## config.mk

```make
export PLATFORM = sky130hd
export DESIGN_NAME = pipe_share_sched
export DESIGN_NICKNAME = d
export VERILOG_FILES = /design/src/rtl/pipe_share_sched.sv
export SDC_FILE = /design/constraint.sdc
export NUM_CORES = 1
export LEC_CHECK = 0
export CORE_MARGIN = 5
export CORE_UTILIZATION = 34
export CTS_CLUSTER_SIZE = 40
export DETAILED_ROUTE_END_ITERATION = 12
export HOLD_SLACK_MARGIN = 0.02
export PLACE_DENSITY_LB_ADDON = 0.05
export SLEW_MARGIN = 5
export SYNTH_ARGS = -nofsm -noshare
export SYNTH_HDL_FRONTEND = slang
export SYNTH_SLANG_ARGS = --single-unit
```

## constraint.sdc

```tcl
create_clock -name clk -period 1.2 [get_ports clk]
set_input_delay 0.12 -clock clk [delete_from_list [all_inputs] [get_ports clk]]
set_output_delay 0.12 -clock clk [all_outputs]
set_load 0.005 [all_outputs]
```

## src/rtl/pipe_share_sched.sv

```systemverilog
// Round-robin scheduler sharing one fixed-latency arithmetic pipeline among N_REQ requesters.
// Results return tagged with the requester ID that issued them.
module pipe_share_sched #(
    parameter int unsigned N_REQ    = 4,
    parameter int unsigned W        = 10,
    parameter int unsigned PIPE_LAT = 3,
    localparam int unsigned ID_W    = $clog2(N_REQ)
) (
    input  logic                 clk,
    input  logic                 rst,
    input  logic                 en,
    input  logic [N_REQ-1:0]     req_valid,
    input  logic [N_REQ*W-1:0]   req_a,
    input  logic [N_REQ*W-1:0]   req_b,
    input  logic [N_REQ*W-1:0]   req_c,
    input  logic [N_REQ*W-1:0]   req_d,
    output logic [N_REQ-1:0]     req_ready,
    output logic [W-1:0]         pipe_a,
    output logic [W-1:0]         pipe_b,
    output logic [W-1:0]         pipe_c,
    output logic [W-1:0]         pipe_d,
    input  logic [W-1:0]         pipe_f,
    output logic                 res_valid,
    output logic [ID_W-1:0]      res_id,
    output logic [W-1:0]         res_data,
    output logic                 busy,
    output logic                 idle
);

    localparam logic [1:0] IDLE  = 2'd0;
    localparam logic [1:0] RUN   = 2'd1;
    localparam logic [1:0] DRAIN = 2'd2;

    logic [1:0]      state;
    logic [1:0]      state_nxt;
    logic [ID_W-1:0] rr;
    logic [ID_W-1:0] win;
    logic            grant_any;
    logic [W-1:0]    a_sel;
    logic [W-1:0]    b_sel;
    logic [W-1:0]    c_sel;
    logic [W-1:0]    d_sel;

    // Entry 0 is loaded alongside pipe_a..d, so entry PIPE_LAT lines up with pipe_f.
    logic [PIPE_LAT:0] tag_v;
    logic [ID_W-1:0]   tag_id [PIPE_LAT+1];

    assign busy = |tag_v;
    assign idle = (state == IDLE);

    // Two passes: indices at/after the pointer first, then the wrapped-around ones.
    always_comb begin
        req_ready = '0;
        grant_any = 1'b0;
        win       = '0;
        if (state == RUN && en) begin
            for (int unsigned i = 0; i < N_REQ; i++) begin
                if (!grant_any && req_valid[i] && ID_W'(i) >= rr) begin
                    grant_any    = 1'b1;
                    win          = ID_W'(i);
                    req_ready[i] = 1'b1;
                end
            end
            for (int unsigned i = 0; i < N_REQ; i++) begin
                if (!grant_any && req_valid[i] && ID_W'(i) < rr) begin
                    grant_any    = 1'b1;
                    win          = ID_W'(i);
                    req_ready[i] = 1'b1;
                end
            end
        end
    end

    always_comb begin
        a_sel = '0;
        b_sel = '0;
        c_sel = '0;
        d_sel = '0;
        for (int unsigned i = 0; i < N_REQ; i++) begin
            if (req_ready[i]) begin
                a_sel = req_a[i*W +: W];
                b_sel = req_b[i*W +: W];
                c_sel = req_c[i*W +: W];
                d_sel = req_d[i*W +: W];
            end
        end
    end

    always_comb begin
        state_nxt = state;
        case (state)
            IDLE:    if (en) state_nxt = RUN;
            RUN:     if (!en) state_nxt = busy ? DRAIN : IDLE;
            DRAIN: begin
                if (en)         state_nxt = RUN;
                else if (!busy) state_nxt = IDLE;
            end
            default: state_nxt = IDLE;
        endcase
    end

    always_ff @(posedge clk) begin
        if (rst) begin
            state     <= IDLE;
            rr        <= '0;
            tag_v     <= '0;
            pipe_a    <= '0;
            pipe_b    <= '0;
            pipe_c    <= '0;
            pipe_d    <= '0;
            res_valid <= 1'b0;
            res_id    <= '0;
            res_data  <= '0;
            for (int unsigned i = 0; i <= PIPE_LAT; i++) tag_id[i] <= '0;
        end else begin
            state <= state_nxt;
            if (grant_any) rr <= (win == ID_W'(N_REQ - 1)) ? '0 : win + 1'b1;
            pipe_a    <= a_sel;
            pipe_b    <= b_sel;
            pipe_c    <= c_sel;
            pipe_d    <= d_sel;
            tag_v     <= {tag_v[PIPE_LAT-1:0], grant_any};
            tag_id[0] <= win;
            for (int unsigned i = 1; i <= PIPE_LAT; i++) tag_id[i] <= tag_id[i-1];
            res_valid <= tag_v[PIPE_LAT];
            res_id    <= tag_id[PIPE_LAT];
            res_data  <= pipe_f;
        end
    end

endmodule

```

==> summary.md <==
| Metric | Value |
|---|---|
| Multi-input logic area | `2360 um^2` |
| Clock insertion delay at the later pin of the skew report | `0.33 ns` |
| Syn Nets | `658` |
| Cell variety after synth | `33` |
| Top Usage Layer GRT | `met2` |
| Least-Margin Pin Slew | `0.494 ns` |
| Final cell count without fillers | `887` |
| Hpwl dp | `11100 um` |
| CP peak stage delay | `0.38 ns` |
| Crit. End Element | `register` |
| Min-Delay Path Class | `input pin to register` |
| Root Buffer | `clkbuf_16` |
| Slew Viols, Final | `0` |
| Layout Utilization | `66.2%` |
| Setup Viol. Count Final | `51` |
| Initial Util | `34.3%` |
| Die Footprint | `13600 um^2` |
| Met1 Track Usage GR | `30.1%` |
| Worst setup margin | `-0.469 ns` |
| DR iter-0 viols | `261` |
| Warnings, synthesis | `0` |
| Max Clock Skew | `0.00235 ns` |
| CTS sink cnt | `69` |
| CP Buf/Inv Count | `3` |
| Reg clk slew, reported paths | `0.06 ns` |
| Diodes inserted | `0` |
| Vias per inst | `5.55` |
| Placed instance count | `848` |
| Mapped Cells | `481` |
| Violated checks | `negative setup slack` |
| Largest net degree at the start of global routing | `41` |
| Total GRT Usage | `24.8%` |
| Unrepaired setup endpoints after global routing | `yes` |
| Area grow syn2layout | `93.2%` |
| Fmax achieved | `599 MHz` |
| CTS tree | `done` |
| IO Pins | `236` |
| Routing usage on met3 | `6.38%` |
| DR pass1 iterations | `5` |
| Die height | `117 um` |
| Post-DR wirelength/cell | `19.7 um` |
| Overall routed net length | `17500 um` |
| Max-cap violations | `0` |
| Via Count | `4923` |
| Crit path required time | `1.45 ns` |
| Power Dens Cells | `999 nW/um^2` |
| Power Total | `0.00748 W` |
| Core Region | `11300 um^2` |
| Startpoint Class | `register` |
| Mean Syn Cell Area | `8.06 um^2` |
| Residual DRC count | `0` |
| Hold WS | `0.339 ns` |
| Layout cell share with drive strength beyond 1 | `21.9%` |
| Fill cells | `941` |
| Die W | `117 um` |
| CTS H-tree depth | `3` |
| Crit-path max FO | `10` |
| Routability-driven placement congestion ratio | `0.874` |
| Grt met2 use | `41.9%` |
| Port buffer count | `235` |
| Post-layout min period | `1.67 ns` |
| Flops & latches, synth | `69` |
| Final hold vios | `0` |
| Crit-path leading delay family | `compound AO/OA/AOI/OAI gates` |
| ANT nets after route | `0` |
| Initial antenna violation count | `0` |
| Critical path class | `register to register` |
| Slew HR | `67.1%` |
| Final net count | `916` |
| Status | `finished, violations left` |
| Slowest-stage cell, CP | `dfxtp_4` |
| Mapped Area | `3880 um^2` |
| Cell row count | `39` |
| Sequential element share of the synthesized area | `35.6%` |
| Worst Path Arrival | `1.92 ns` |
| CTS buffer count | `9` |
| Grt ovf | `0` |
| Crit share post-route | `139%` |
| Global-route wire length before repair | `26300 um` |
| Vias in the first global route | `5047` |
| Clock Tree Buf Depth | `2` |
| FF+latch area | `1400 um^2` |
| Leak pwr | `2.99 nW` |
| Worst vdd ir | `572 uV` |
| Pre-CTS setup slack | `-0.733 ns` |
| CP Cell Sequence | `o21a_1 -> buf_6 -> o32ai_4 -> buf_4 -> buf_12 -> nand2_1 -> a31oi_1` |
## cells in the final DEF (no fill, tap or decap), types with 3 or more instances in the layout
| cell type | instances |
|---|---|
| nand2_4 | 5 |
| a211oi_2 | 7 |
| dlygate4sd2_1 | 55 |
| dfxtp_4 | 3 |
| buf_8 | 3 |
| buf_6 | 23 |
| a31oi_1 | 78 |
| buf_4 | 32 |
| clkdlybuf4s50_1 | 174 |
| a21oi_2 | 3 |
| clkbuf_16 | 9 |
| nor2b_1 | 25 |
| buf_16 | 3 |
| nor2_1 | 8 |
| a22oi_1 | 28 |
| nand2_2 | 12 |
| a211oi_1 | 34 |
| buf_2 | 5 |
| bufinv_16 | 3 |
| o31ai_1 | 39 |
| buf_12 | 8 |
| nand2b_4 | 3 |
| a22oi_2 | 12 |
| inv_1 | 43 |
| nand2_1 | 25 |
| dfxtp_1 | 64 |
## final timing paths
kind / start / to / slack [ns] / cells past startpoint
setup reg to reg: rr[1] / pipe_a[2] / -0.47 / 7
hold reg to reg: tag_id[1][0] / tag_id[2][0] / 0.44 / 1
hold / removal: pipe_f[9] / res_data[9] / 0.34 / 2
setup / recovery: rr[1] / pipe_a[2] / -0.47 / 7
## Yosys cell counts
cell,count,area (um^2)
a31oi_1,80,500
dfxtp_1,69,1380
inv_1,44,165
nand2_1,42,158
a211oi_1,41,308
a22oi_1,40,300
o31ai_1,40,300
buf_2,32,160
nor2b_1,26,163
clkbuf_1,14,52.6
nor2_1,11,41.3
buf_6,8,90.1
a21oi_1,5,25.0
nand2b_1,4,25.0
nor3_1,3,15.0
buf_4,2,15.0
inv_2,2,7.51
o21a_1,2,15.0
o21ai_0,2,10.0
a2111oi_2,1,15.0
a21boi_0,1,7.51
a21o_1,1,7.51
a21oi_2,1,8.76
a2bb2oi_1,1,8.76
a311oi_1,1,8.76
nand3b_1,1,7.51
o2111ai_2,1,15.0
o21ai_1,1,5.00
o221a_2,1,11.3
o22a_1,1,8.76
o32ai_4,1,27.5
or2_1,1,6.26
or4_1,1,7.51
## cells by family (layout without fill, tap and decap cells)
kind of cell | Yosys count | in the layout | share of synthesized area [%]
compound gates | 221 | 221 | 40.8
simple gates | 89 | 89 | 10.9
buf+inv | 102 | 365 | 12.6
flops | 69 | 69 | 35.6
## worst register-to-register path: stages (launching register included)
cell     delay [ns]
dfxtp_4        0.38
o21a_1         0.14
buf_6          0.12
o32ai_4        0.34
buf_4          0.18
buf_12         0.14
nand2_1        0.08
a31oi_1        0.21
## flip-flops by register name, indices dropped and copies added, names as in the netlist
register / cells
pipe_a: 10
pipe_b: 10
pipe_c: 10
pipe_d: 10
res_data: 10
res_id: 2
res_valid: 1
rr: 2
state: 2
tag_id: 8
tag_v: 4
## final cells by class
type	instances	share of cell area [%]
inverters	46	2.34
flip-flops and latches	69	18.6
clock inverters	7	1.62
clock buffers	9	3.01
multi-input cells	310	31.5
repair buffers	303	40.5
well taps	143	2.39
## routing by layer
metal / vias to the layer above / part of all wire [%] / routed length [um]
met2: 230 / 49 / 8570
met3: 46 / 8.5 / 1490
met5: - / 0 / 0
li1: 2329 / - / -
met1: 2318 / 40 / 6940
met4: 0 / 2.8 / 498
## power breakdown
group / switching [W] / internal (W) / leakage (nW) / total (W)
Sequential: 0.0000214 / 0.00234 / 0.564 / 0.00236
Clock: 0.00109 / 0.00204 / 0.170 / 0.00313
Combinational: 0.000898 / 0.00109 / 2.25 / 0.00199
## through the flow
stage / TNS, ns / cell area (um^2)
after floorplan: -4.65 / 3940
after global placement: -32.33 / 6610
after detailed placement: -34.17 / 6610
after CTS: -15.98 / 7350
after global routing: -21.06 / 7490
final: -18.14 / 7490
## repair_timing
item / CTS / global route
resized for setup: 137 / 51
hold buffers: 0 / 0
setup buffers: 16 / 8
gates cloned: 6 / 0
pin swaps: 27 / 33
setup endpoints to repair: 105 / 51
Note: power is estimated with default switching activity, not from simulation.
